`config.mk`:
```
export PLATFORM = sky130hd
export DESIGN_NAME = score_keeper
export DESIGN_NICKNAME = d
export VERILOG_FILES = /design/src/rtl/score_pkg.sv /design/src/rtl/score_combo.sv /design/src/rtl/score_keeper.sv
export SDC_FILE = /design/constraint.sdc
export NUM_CORES = 1
export LEC_CHECK = 0
export ABC_AREA = 0
export BUFFER_PORTS_ARGS = -buffer_cell sky130_fd_sc_hd__buf_4
export CORE_UTILIZATION = 44
export DETAILED_ROUTE_END_ITERATION = 6
export HOLD_SLACK_MARGIN = 0.1
export MAX_ROUTING_LAYER = met4
export PLACE_DENSITY = 0.66
export SLEW_MARGIN = 25
export SYNTH_ARGS = -nofsm -noshare
export SYNTH_HDL_FRONTEND = slang
export SYNTH_SLANG_ARGS = --single-unit
```
`constraint.sdc`:
```
create_clock -name Clk -period 21 [get_ports Clk]
set_input_delay 1.05 -clock Clk [delete_from_list [all_inputs] [get_ports Clk]]
set_output_delay 1.05 -clock Clk [all_outputs]
set_load 0.01 [all_outputs]
```
`src/rtl/score_pkg.sv`:
```
// Shared constants, types and helpers for the score keeper.
// Optional high-score tracking in score_keeper is controlled by SCORE_HISCORE_EN.
package score_pkg;

    typedef logic [15:0] score_t;

    localparam int DEF_INIT_SCORE = 100;
    localparam int DEF_KILL_PTS   = 10;
    localparam int DEF_SELL_PTS   = 20;
    localparam int DEF_BUILD_COST = 30;

    // Event masks are zero-extended to this width before counting.
    localparam int POP_W = 64;

    // Number of set bits in v.
    function automatic logic [6:0] popcount(input logic [POP_W-1:0] v);
        logic [6:0] c;
        c = '0;
        for (int i = 0; i < POP_W; i++) begin
            c = c + 7'(v[i]);
        end
        return c;
    endfunction

    // Limit a signed sum to the range 0..hi.
    function automatic logic [31:0] clamp(input logic signed [31:0] v,
                                          input logic [31:0] hi);
        if (v < 0) begin
            return '0;
        end else if ($unsigned(v) > hi) begin
            return hi;
        end else begin
            return $unsigned(v);
        end
    endfunction

endpackage

```
`src/rtl/score_combo.sv`:
```
// Kill-combo multiplier and its reload/decay window timer.
// mult_next is the multiplier that applies to the kills of the current cycle.
module score_combo #(
    parameter int COMBO_WIN = 64,
    parameter int COMBO_MAX = 4,
    parameter int MW        = $clog2(COMBO_MAX + 1)
) (
    input  logic          Clk,
    input  logic          Reset,
    input  logic          en,
    input  logic          kill_any,
    output logic [MW-1:0] mult_next,
    output logic [MW-1:0] mult
);

    localparam int TW = $clog2(COMBO_WIN + 1);

    logic [MW-1:0] mult_q;
    logic [TW-1:0] timer_q, timer_d;

    // Next multiplier and timer: a kill inside the window raises the
    // multiplier, a kill outside it restarts at 1; the window decays on idle cycles.
    always_comb begin
        mult_next = mult_q;
        timer_d   = timer_q;
        if (en) begin
            if (kill_any) begin
                timer_d = TW'(COMBO_WIN);
                if (timer_q != '0) begin
                    if (mult_q >= MW'(COMBO_MAX)) begin
                        mult_next = MW'(COMBO_MAX);
                    end else begin
                        mult_next = mult_q + MW'(1);
                    end
                end else begin
                    mult_next = MW'(1);
                end
            end else if (timer_q != '0) begin
                timer_d = timer_q - TW'(1);
                if (timer_q == TW'(1)) begin
                    mult_next = MW'(1);
                end
            end
        end
    end

    // Multiplier and timer registers.
    always_ff @(posedge Clk) begin
        if (Reset) begin
            mult_q  <= MW'(1);
            timer_q <= '0;
        end else begin
            mult_q  <= mult_next;
            timer_q <= timer_d;
        end
    end

    assign mult = mult_q;

endmodule

```
`src/rtl/score_keeper.sv`:
```
// Game-score accumulator: detects kills, builds and sells from occupancy
// bitmaps and applies weighted, combo-scaled, saturating score updates.
// Define SCORE_HISCORE_EN to add high-score tracking (hiscore, new_record, hiscore_clr).
module score_keeper
    import score_pkg::*;
#(
    parameter int N_MONS     = 16,
    parameter int N_TOWERS   = 8,
    parameter int SCORE_W    = 16,
    parameter int INIT_SCORE = DEF_INIT_SCORE,
    parameter int SCORE_MAX  = 9999,
    parameter int KILL_PTS   = DEF_KILL_PTS,
    parameter int SELL_PTS   = DEF_SELL_PTS,
    parameter int BUILD_COST = DEF_BUILD_COST,
    parameter int COMBO_WIN  = 64,
    parameter int COMBO_MAX  = 4,
    parameter int MW         = $clog2(COMBO_MAX + 1)
) (
    input  logic                Clk,
    input  logic                Reset,
    input  logic                en,
    input  logic [N_MONS-1:0]   used_array,
    input  logic [N_TOWERS-1:0] fi_used_array,
`ifdef SCORE_HISCORE_EN
    input  logic                hiscore_clr,
    output logic [SCORE_W-1:0]  hiscore,
    output logic                new_record,
`endif
    output logic [SCORE_W-1:0]  score,
    output logic [MW-1:0]       combo_mult,
    output logic                afford,
    output logic                score_evt
);

    // Wide enough that the worst-case delta added to a full score cannot overflow.
    localparam int DW = SCORE_W + 8;
    localparam logic signed [DW-1:0] KILL_S  = DW'(KILL_PTS);
    localparam logic signed [DW-1:0] SELL_S  = DW'(SELL_PTS);
    localparam logic signed [DW-1:0] BUILD_S = DW'(BUILD_COST);

    logic [N_MONS-1:0]   prev_mons_q;
    logic [N_TOWERS-1:0] prev_tow_q;
    logic [SCORE_W-1:0]  score_q, score_d;
    logic                score_evt_q;

    logic [N_MONS-1:0]   kill_m;
    logic [N_TOWERS-1:0] build_m, sell_m;
    logic [6:0]          nk, nb, ns;
    logic [MW-1:0]       mult_next, mult;

    logic signed [DW-1:0] nk_s, nb_s, ns_s, mult_s, delta, sum;

    // Per-slot transitions against the last accepted snapshot.
    always_comb begin
        kill_m  = prev_mons_q & ~used_array;
        build_m = ~prev_tow_q & fi_used_array;
        sell_m  = prev_tow_q & ~fi_used_array;
        nk      = popcount(POP_W'(kill_m));
        nb      = popcount(POP_W'(build_m));
        ns      = popcount(POP_W'(sell_m));
    end

    score_combo #(
        .COMBO_WIN (COMBO_WIN),
        .COMBO_MAX (COMBO_MAX),
        .MW        (MW)
    ) u_combo (
        .Clk       (Clk),
        .Reset     (Reset),
        .en        (en),
        .kill_any  (|kill_m),
        .mult_next (mult_next),
        .mult      (mult)
    );

    // Net signed delta of all events this cycle, then clamp into 0..SCORE_MAX.
    always_comb begin
        nk_s    = DW'(nk);
        nb_s    = DW'(nb);
        ns_s    = DW'(ns);
        mult_s  = DW'(mult_next);
        delta   = nk_s * KILL_S * mult_s + ns_s * SELL_S - nb_s * BUILD_S;
        sum     = DW'(score_q) + delta;
        score_d = SCORE_W'(clamp(32'(sum), 32'(SCORE_MAX)));
    end

    // Score, snapshots and update pulse; a pause holds everything.
    always_ff @(posedge Clk) begin
        if (Reset) begin
            score_q     <= SCORE_W'(INIT_SCORE);
            prev_mons_q <= used_array;
            prev_tow_q  <= fi_used_array;
            score_evt_q <= 1'b0;
        end else if (en) begin
            score_q     <= score_d;
            prev_mons_q <= used_array;
            prev_tow_q  <= fi_used_array;
            score_evt_q <= (score_d != score_q);
        end else begin
            score_evt_q <= 1'b0;
        end
    end

`ifdef SCORE_HISCORE_EN
    logic [SCORE_W-1:0] hiscore_q;
    logic               new_record_q;

    // Best score seen; immune to Reset, cleared only by hiscore_clr.
    // A record only registers on a real score change, so it pulses with score_evt.
    always_ff @(posedge Clk) begin
        if (hiscore_clr) begin
            hiscore_q    <= '0;
            new_record_q <= 1'b0;
        end else if (!Reset && en && (score_d != score_q) && (score_d > hiscore_q)) begin
            hiscore_q    <= score_d;
            new_record_q <= 1'b1;
        end else begin
            new_record_q <= 1'b0;
        end
    end

    assign hiscore    = hiscore_q;
    assign new_record = new_record_q;
`endif

    assign score      = score_q;
    assign combo_mult = mult;
    assign afford     = (32'(score_q) >= 32'(BUILD_COST));
    assign score_evt  = score_evt_q;

endmodule

```
* Word level (Yosys, flattened, before mapping)
Cells that the tools add are included.
** Word-level totals
- Flip-flop bits (word level) :: 51
- Input bits :: 27
- Logic and storage cells :: 77
** Cells by class
- Add/subtract/negate cells :: 34
- Multiply operators :: 4
- Order comparisons :: 4
- Eq/ne operators :: 2
- Muxes and demuxes :: 14
- Bitwise logic cells :: 7
- Reductions and logical operators :: 6
** Operator list (number)
- 7-bit by 1-bit adder with 7-bit output :: 11
- 16-bit 2-to-1 mux :: 4
- 32-bit by 14-bit > comparator with 1-bit output (second input constant) :: 1
- 6-bit by 1-bit adder with 7-bit output :: 3
- 7-bit by 3-bit multiplier with 10-bit output (second input constant) :: 2
- 17-bit by 16-bit adder with 18-bit output :: 1
- 5-bit by 1-bit adder with 6-bit output :: 3
- 18-bit by 1-bit less-than comparator with 1-bit output (second input constant) :: 1
- 3-bit 2-to-1 mux :: 6
- 16-bit bitwise AND :: 1
- 8-bit bitwise AND :: 2
- 16-bit by 5-bit >= comparator with 1-bit output (second input constant) :: 1
- 8-bit 2-to-1 mux :: 2
- 16-bit != test :: 1
- 16-bit inverter :: 1
- 8-bit inverter :: 2
- 16-bit OR reduction :: 1
- 15-bit by 12-bit subtractor with 16-bit output :: 1
- 14-bit by 12-bit adder with 15-bit output :: 1
- 4-bit by 1-bit adder with 5-bit output :: 3
- 7-bit 2-to-1 mux :: 2
- 10-bit by 3-bit multiplier with 13-bit output :: 1
- 3-bit by 1-bit adder with 4-bit output :: 3
- 7-bit by 4-bit multiplier with 11-bit output (second input constant) :: 1
- other kinds (11) :: 16

* Logic depth before layout (Yosys ltp)
- Depth in word-level cells :: 26
- Depth in mapped cells :: 47

* Cells and area by module
Synthesis repeated with hierarchy kept, for this count alone.
** Unflattened totals
- Cell total of the unflattened synthesis :: 677
- Area, all modules :: 6052.1 sq um
** By module, submodules not included
- score_keeper :: times used 1, cells each 601, area an instance 5437.7 sq um, seq. area each 1061.0 sq um
- score_combo :: times used 1, cells each 76, area an instance 614.3 sq um, seq. area each 200.2 sq um

* Least setup slack after synthesis
No wires, ideal clock.
- Path type :: in2reg
- Start point :: in used_array[1]
- End point :: reg score_evt_q (netlist: score_evt)
- Data arrival time :: 10.634 ns
- Slack :: 10.239 ns
- Stages :: 43
- Path through :: nand2b_1 > inv_1 > fa_1 > inv_1 > fa_1 > fa_1 > fa_1 > inv_1 > ha_1 > fa_1 > a21o_1 > nand2_1 > inv_1 > ha_1 > fa_1 > nand2_1 > fa_1 > inv_1 > (+7 left out) > ha_1 > nand3_1 > a2111oi_0 > nor2_1 > nand2_1 > xor2_1 > ha_1 > a21oi_1 > o221ai_2 > a31oi_4 > xnor2_2 > o311ai_4 > o31ai_4 > or3_1 > buf_2 > o32a_1 > nor4_2 > a31oi_1
** On the way
- Cells in the longest elaborated chain, start to end :: 26
- Elaborated cells between the ends (all ways) :: 30
- Those cells by class :: add/sub (18); mul (2); order compare (2); eq/ne (1); mux (4); bitwise (2); reduce/logical (1)
** Ends and longest elaborated chain
- from (decl) :: RTL line score_keeper.sv:22 : input logic [N_MONS-1:0] used_array,
- 16-bit inverter * :: RTL line score_keeper.sv:55 : kill_m = prev_mons_q & ~used_array;
- 16-bit bitwise AND * :: RTL line score_keeper.sv:55
- 1-bit by 1-bit adder with 2-bit output :: RTL line score_pkg.sv:20 : c = c + 7'(v[i]);
- 2-bit by 1-bit adder with 3-bit output :: RTL line score_pkg.sv:20
- 3-bit by 1-bit adder with 4-bit output :: RTL line score_pkg.sv:20
- 4-bit by 1-bit adder with 5-bit output :: RTL line score_pkg.sv:20
- 5-bit by 1-bit adder with 6-bit output :: RTL line score_pkg.sv:20
- 6-bit by 1-bit adder with 7-bit output :: RTL line score_pkg.sv:20
- (+10 left out)
- 10-bit by 3-bit multiplier with 13-bit output * :: RTL line score_keeper.sv:82 : delta = nk_s * KILL_S * mult_s + ns_s * SELL_S - nb_s * BUILD_S;
- 14-bit by 12-bit adder with 15-bit output * :: RTL line score_keeper.sv:82
- 15-bit by 12-bit subtractor with 16-bit output * :: RTL line score_keeper.sv:82
- 17-bit by 16-bit adder with 18-bit output * :: RTL line score_keeper.sv:83 : sum = DW'(score_q) + delta;
- 32-bit by 14-bit > comparator with 1-bit output :: RTL line score_pkg.sv:30 : end else if ($unsigned(v) > hi) begin
- 16-bit 2-to-1 mux :: RTL line score_pkg.sv:30
- 16-bit 2-to-1 mux * :: RTL line score_pkg.sv:28 : if (v < 0) begin
- 16-bit != test * :: RTL line score_keeper.sv:98 : score_evt_q <= (score_d != score_q);
- to (signal assigned) :: RTL line score_keeper.sv:98
- to (decl) :: RTL line score_keeper.sv:44 : logic score_evt_q;
Every way passes the cells marked *; elsewhere a longest branch is shown, timed or not.
A chain may end at the register's enable or synchronous reset.

* Worst setup path in the final report
- Start point :: in used_array[7]
- End point :: reg score_evt_q (netlist: score_evt)
** On the way
- Cells in the longest elaborated chain, start to end :: 20
- Elaborated cells between the ends (all ways) :: 24
- Those cells by class :: add/sub (12); mul (2); order compare (2); eq/ne (1); mux (4); bitwise (2); reduce/logical (1)
** Ends and longest elaborated chain (RTL line)
- 16-bit inverter * :: score_keeper.sv:55
- 16-bit bitwise AND * :: score_keeper.sv:55
- 7-bit by 1-bit adder with 7-bit output (9 in a row) :: score_pkg.sv:20
- 7-bit by 3-bit multiplier with 10-bit output :: score_keeper.sv:82
- 10-bit by 3-bit multiplier with 13-bit output * :: score_keeper.sv:82
- 14-bit by 12-bit adder with 15-bit output * :: score_keeper.sv:82
- 15-bit by 12-bit subtractor with 16-bit output * :: score_keeper.sv:82
- 17-bit by 16-bit adder with 18-bit output * :: score_keeper.sv:83
- 32-bit by 14-bit > comparator with 1-bit output :: score_pkg.sv:30
- 16-bit 2-to-1 mux :: score_pkg.sv:30
- 16-bit 2-to-1 mux * :: score_pkg.sv:28
- 16-bit != test * :: score_keeper.sv:98
Marked as above.

==> reports/summary.txt <==
outcome = finished, final reports clean
Post-DRT Antenna Nets = 0
Hold Startpoint = u_combo.timer_q[6]
share of post-route cells with drive strength above 1 = 0.108
Reg clk slew, reported paths = 70 ps
number of port buffers = 47
hold_buf cts = 0
cell accounting for the most synthesized area = ha_1
Die Area = 0.0147 mm2
final hold violations = 0
post_cts resized = 0
Chip Height = 121 um
Die W = 121 um
required time of the worst setup path = 21180 ps
global-route wire length before repair = 24.0 mm
multi-input logic area = 0.00450 mm2
via count = 5134
critical path class = primary input to flip-flop
final setup TNS = 0 ps
setup bufs post-CTS = 0
Final min period = 11690 ps
DP Wirelength = 11.5 mm
commonest register cell after synthesis = dfxtp_1
row cnt = 43
min-delay worst type = flip-flop to flip-flop
critical path fanouts, max = 10
slew of the pin with the lowest slew margin = 736 ps
Netlist cell types = 79
skew final = 8.58 ps
H-tree levels = 2
max_slew headroom = 0.505
worst hold endpoint = u_combo.timer_q[6]
routed len/inst = 14.9 um
asr flop ratio synth = 0
Post-Syn Area = 0.00624 mm2
later-pin clock latency in the skew report = 300 ps
maximum clock rate = 0.0855 GHz
total grt overflow = 0
Final nets = 907
area grow syn2layout = 11.3%
EDFF count, synth = 24
CP max-delay cell = fa_1
CP arrival = 11870 ps
clk sink count = 51
initial antenna violation count = 0
FF-to-FF setup slack = 9800 ps
RSZ-0062 raised after global routing = false
All-Layer GR Usage = 0.208
critical path endpoint category = flip-flop
CTS Buf Count = 5
top cell type's share of synthesized area = 0.156
vias in the first global route = 5278
core area = 0.0139 mm2
WHS Path Cells = 2
MaxCap Viol Count = 0
Initial Util = 0.450
R2R Path Start = prev_mons_q[0]
fill count = 1311
Initial DRT Pass Iterations = 5
vias per inst = 5.45
Final period util = 0.557
Setup crit start kind = primary input
Max stage delay on crit path = 600 ps
final slew viol count = 0
Routed WL = 14.1 mm
syn_area_per_cell = 8.64 um2
CTS tree = yes
Top Ports = 48
GP Congestion = 0.947
n_diodes = 0
largest net degree at the start of global routing = 27
initial drt markers = 276
Ys Warns = 0
FF-to-FF path depth = 41
cells after synthesis = 722
register area = 0.00126 mm2
post-synthesis sequential element count = 51
sequential element share of the synthesized area = 0.202
Longest Clk Path Bufs = 2
CTS Root Cell = clkbuf_16
Synth area leaders = ha_1 (16%), fa_1 (13%), edfxtp_1 (12%)
Critical Path Most Common Cell = fa_1
post-synthesis net count = 868
drt drc = 0
Final setup viols = 0
worst reg2reg endpoint = score_evt
## kinds of logic (layout without fill, tap and decap cells)
group,after synthesis,after routing,share of synthesized area
muxes,4,4,0.00642
DFF,51,51,0.202
AOI/OAI and AO/OA,140,140,0.162
adders and majority gates,119,119,0.288
buffers and inverters,125,165,0.0782
and+or+nand+nor,241,241,0.203
xor gates and xnor gates,42,42,0.0602
## layout by cell type, fill, tap and decap left out, types with 21 or more instances in the layout
cell | netlist | routed
inv_1 | 110 | 110
ha_1 | 78 | 78
xnor2_1 | 27 | 26
nand2_1 | 62 | 62
nor2_1 | 37 | 37
buf_4 | 0 | 47
fa_1 | 41 | 41
nand2b_1 | 21 | 21
edfxtp_1 | 24 | 24
dfxtp_1 | 27 | 27
a21oi_1 | 48 | 48
## critical path, delay by kind of cell
kind / cells / cell delay [ps]
buf+inv: 6 / 390
compound gates: 10 / 2110
fa+ha+maj: 13 / 5530
xor+xnor: 3 / 600
simple gates: 10 / 2160
## Yosys cell counts (3+ instances only)
| master | count |
|---|---|
| a21o_1 | 13 |
| fa_1 | 41 |
| nor3b_1 | 3 |
| nand2b_1 | 21 |
| o221ai_1 | 3 |
| buf_2 | 3 |
| o21bai_1 | 7 |
| nand3b_1 | 4 |
| xor2_1 | 14 |
| o211ai_1 | 8 |
| dfxtp_1 | 27 |
| edfxtp_1 | 24 |
| nor4_1 | 8 |
| nor2_1 | 37 |
| and2_1 | 10 |
| mux2i_1 | 4 |
| ha_1 | 78 |
| or3_1 | 6 |
| nor3_1 | 19 |
| and3_1 | 3 |
| a211oi_1 | 3 |
| nand2_1 | 62 |
| xnor2_1 | 27 |
| nand3_1 | 20 |
| clkbuf_1 | 9 |
| or2_2 | 7 |
| nand4_1 | 5 |
| a21oi_2 | 3 |
| a21oi_1 | 48 |
| inv_1 | 110 |
| o21ai_0 | 19 |
| nor2b_1 | 20 |
## metrics by stage
stage | hold WS, ps | setup slack (ps) | util | instances | instance area (um2)
floorplan | 455 | 10240 | - | 722 | 6240
finish | 480 | 9310 | 0.500 | 942 | 6950
CTS | 485 | 9300 | 0.500 | 942 | 6940
global placement | 468 | 9260 | 0.486 | 934 | 6740
global route | 524 | 8540 | 0.500 | 942 | 6950
detailed placement | 474 | 9020 | 0.486 | 934 | 6750
## per-layer routing
layer	routed length [um]	vias to the layer above	global-route usage
li1	-	2544	-
met1	6330	2436	0.254
met2	6930	131	0.356
met3	530	23	0.0282
met4	272	0	0.0625
met5	0	-	-
## registers in the layout (all words and copies together) (netlist names)
register,count
prev_mons_q,16
score,16
score_evt,1
u_combo.timer_q,7
u_combo.mult,3
prev_tow_q,8
## layout make-up
| class | count | share of cell area |
|---|---|---|
| multi-input combinational | 546 | 0.648 |
| sequential | 51 | 0.182 |
| inverter | 110 | 0.0594 |
| timing repair buffer | 47 | 0.0508 |
| tap | 180 | 0.0324 |
| clock buffer | 5 | 0.0180 |
| clock inverter | 3 | 0.00973 |
## worst max-delay path by stage
| stage | from | endpoint | slack, ps |
|---|---|---|---|
| floorplan | used_array[1] | score_evt | 10240 |
| global placement | used_array[7] | score_evt | 9260 |
| detailed placement | used_array[7] | score_evt | 9020 |
| CTS | used_array[7] | score_evt | 9300 |
| global route | used_array[7] | score_evt | 8540 |
| finish | used_array[7] | score_evt | 9310 |
Power is not shown: default switching activity piles up to over one toggle a cycle in this logic, so the estimate is an artifact.
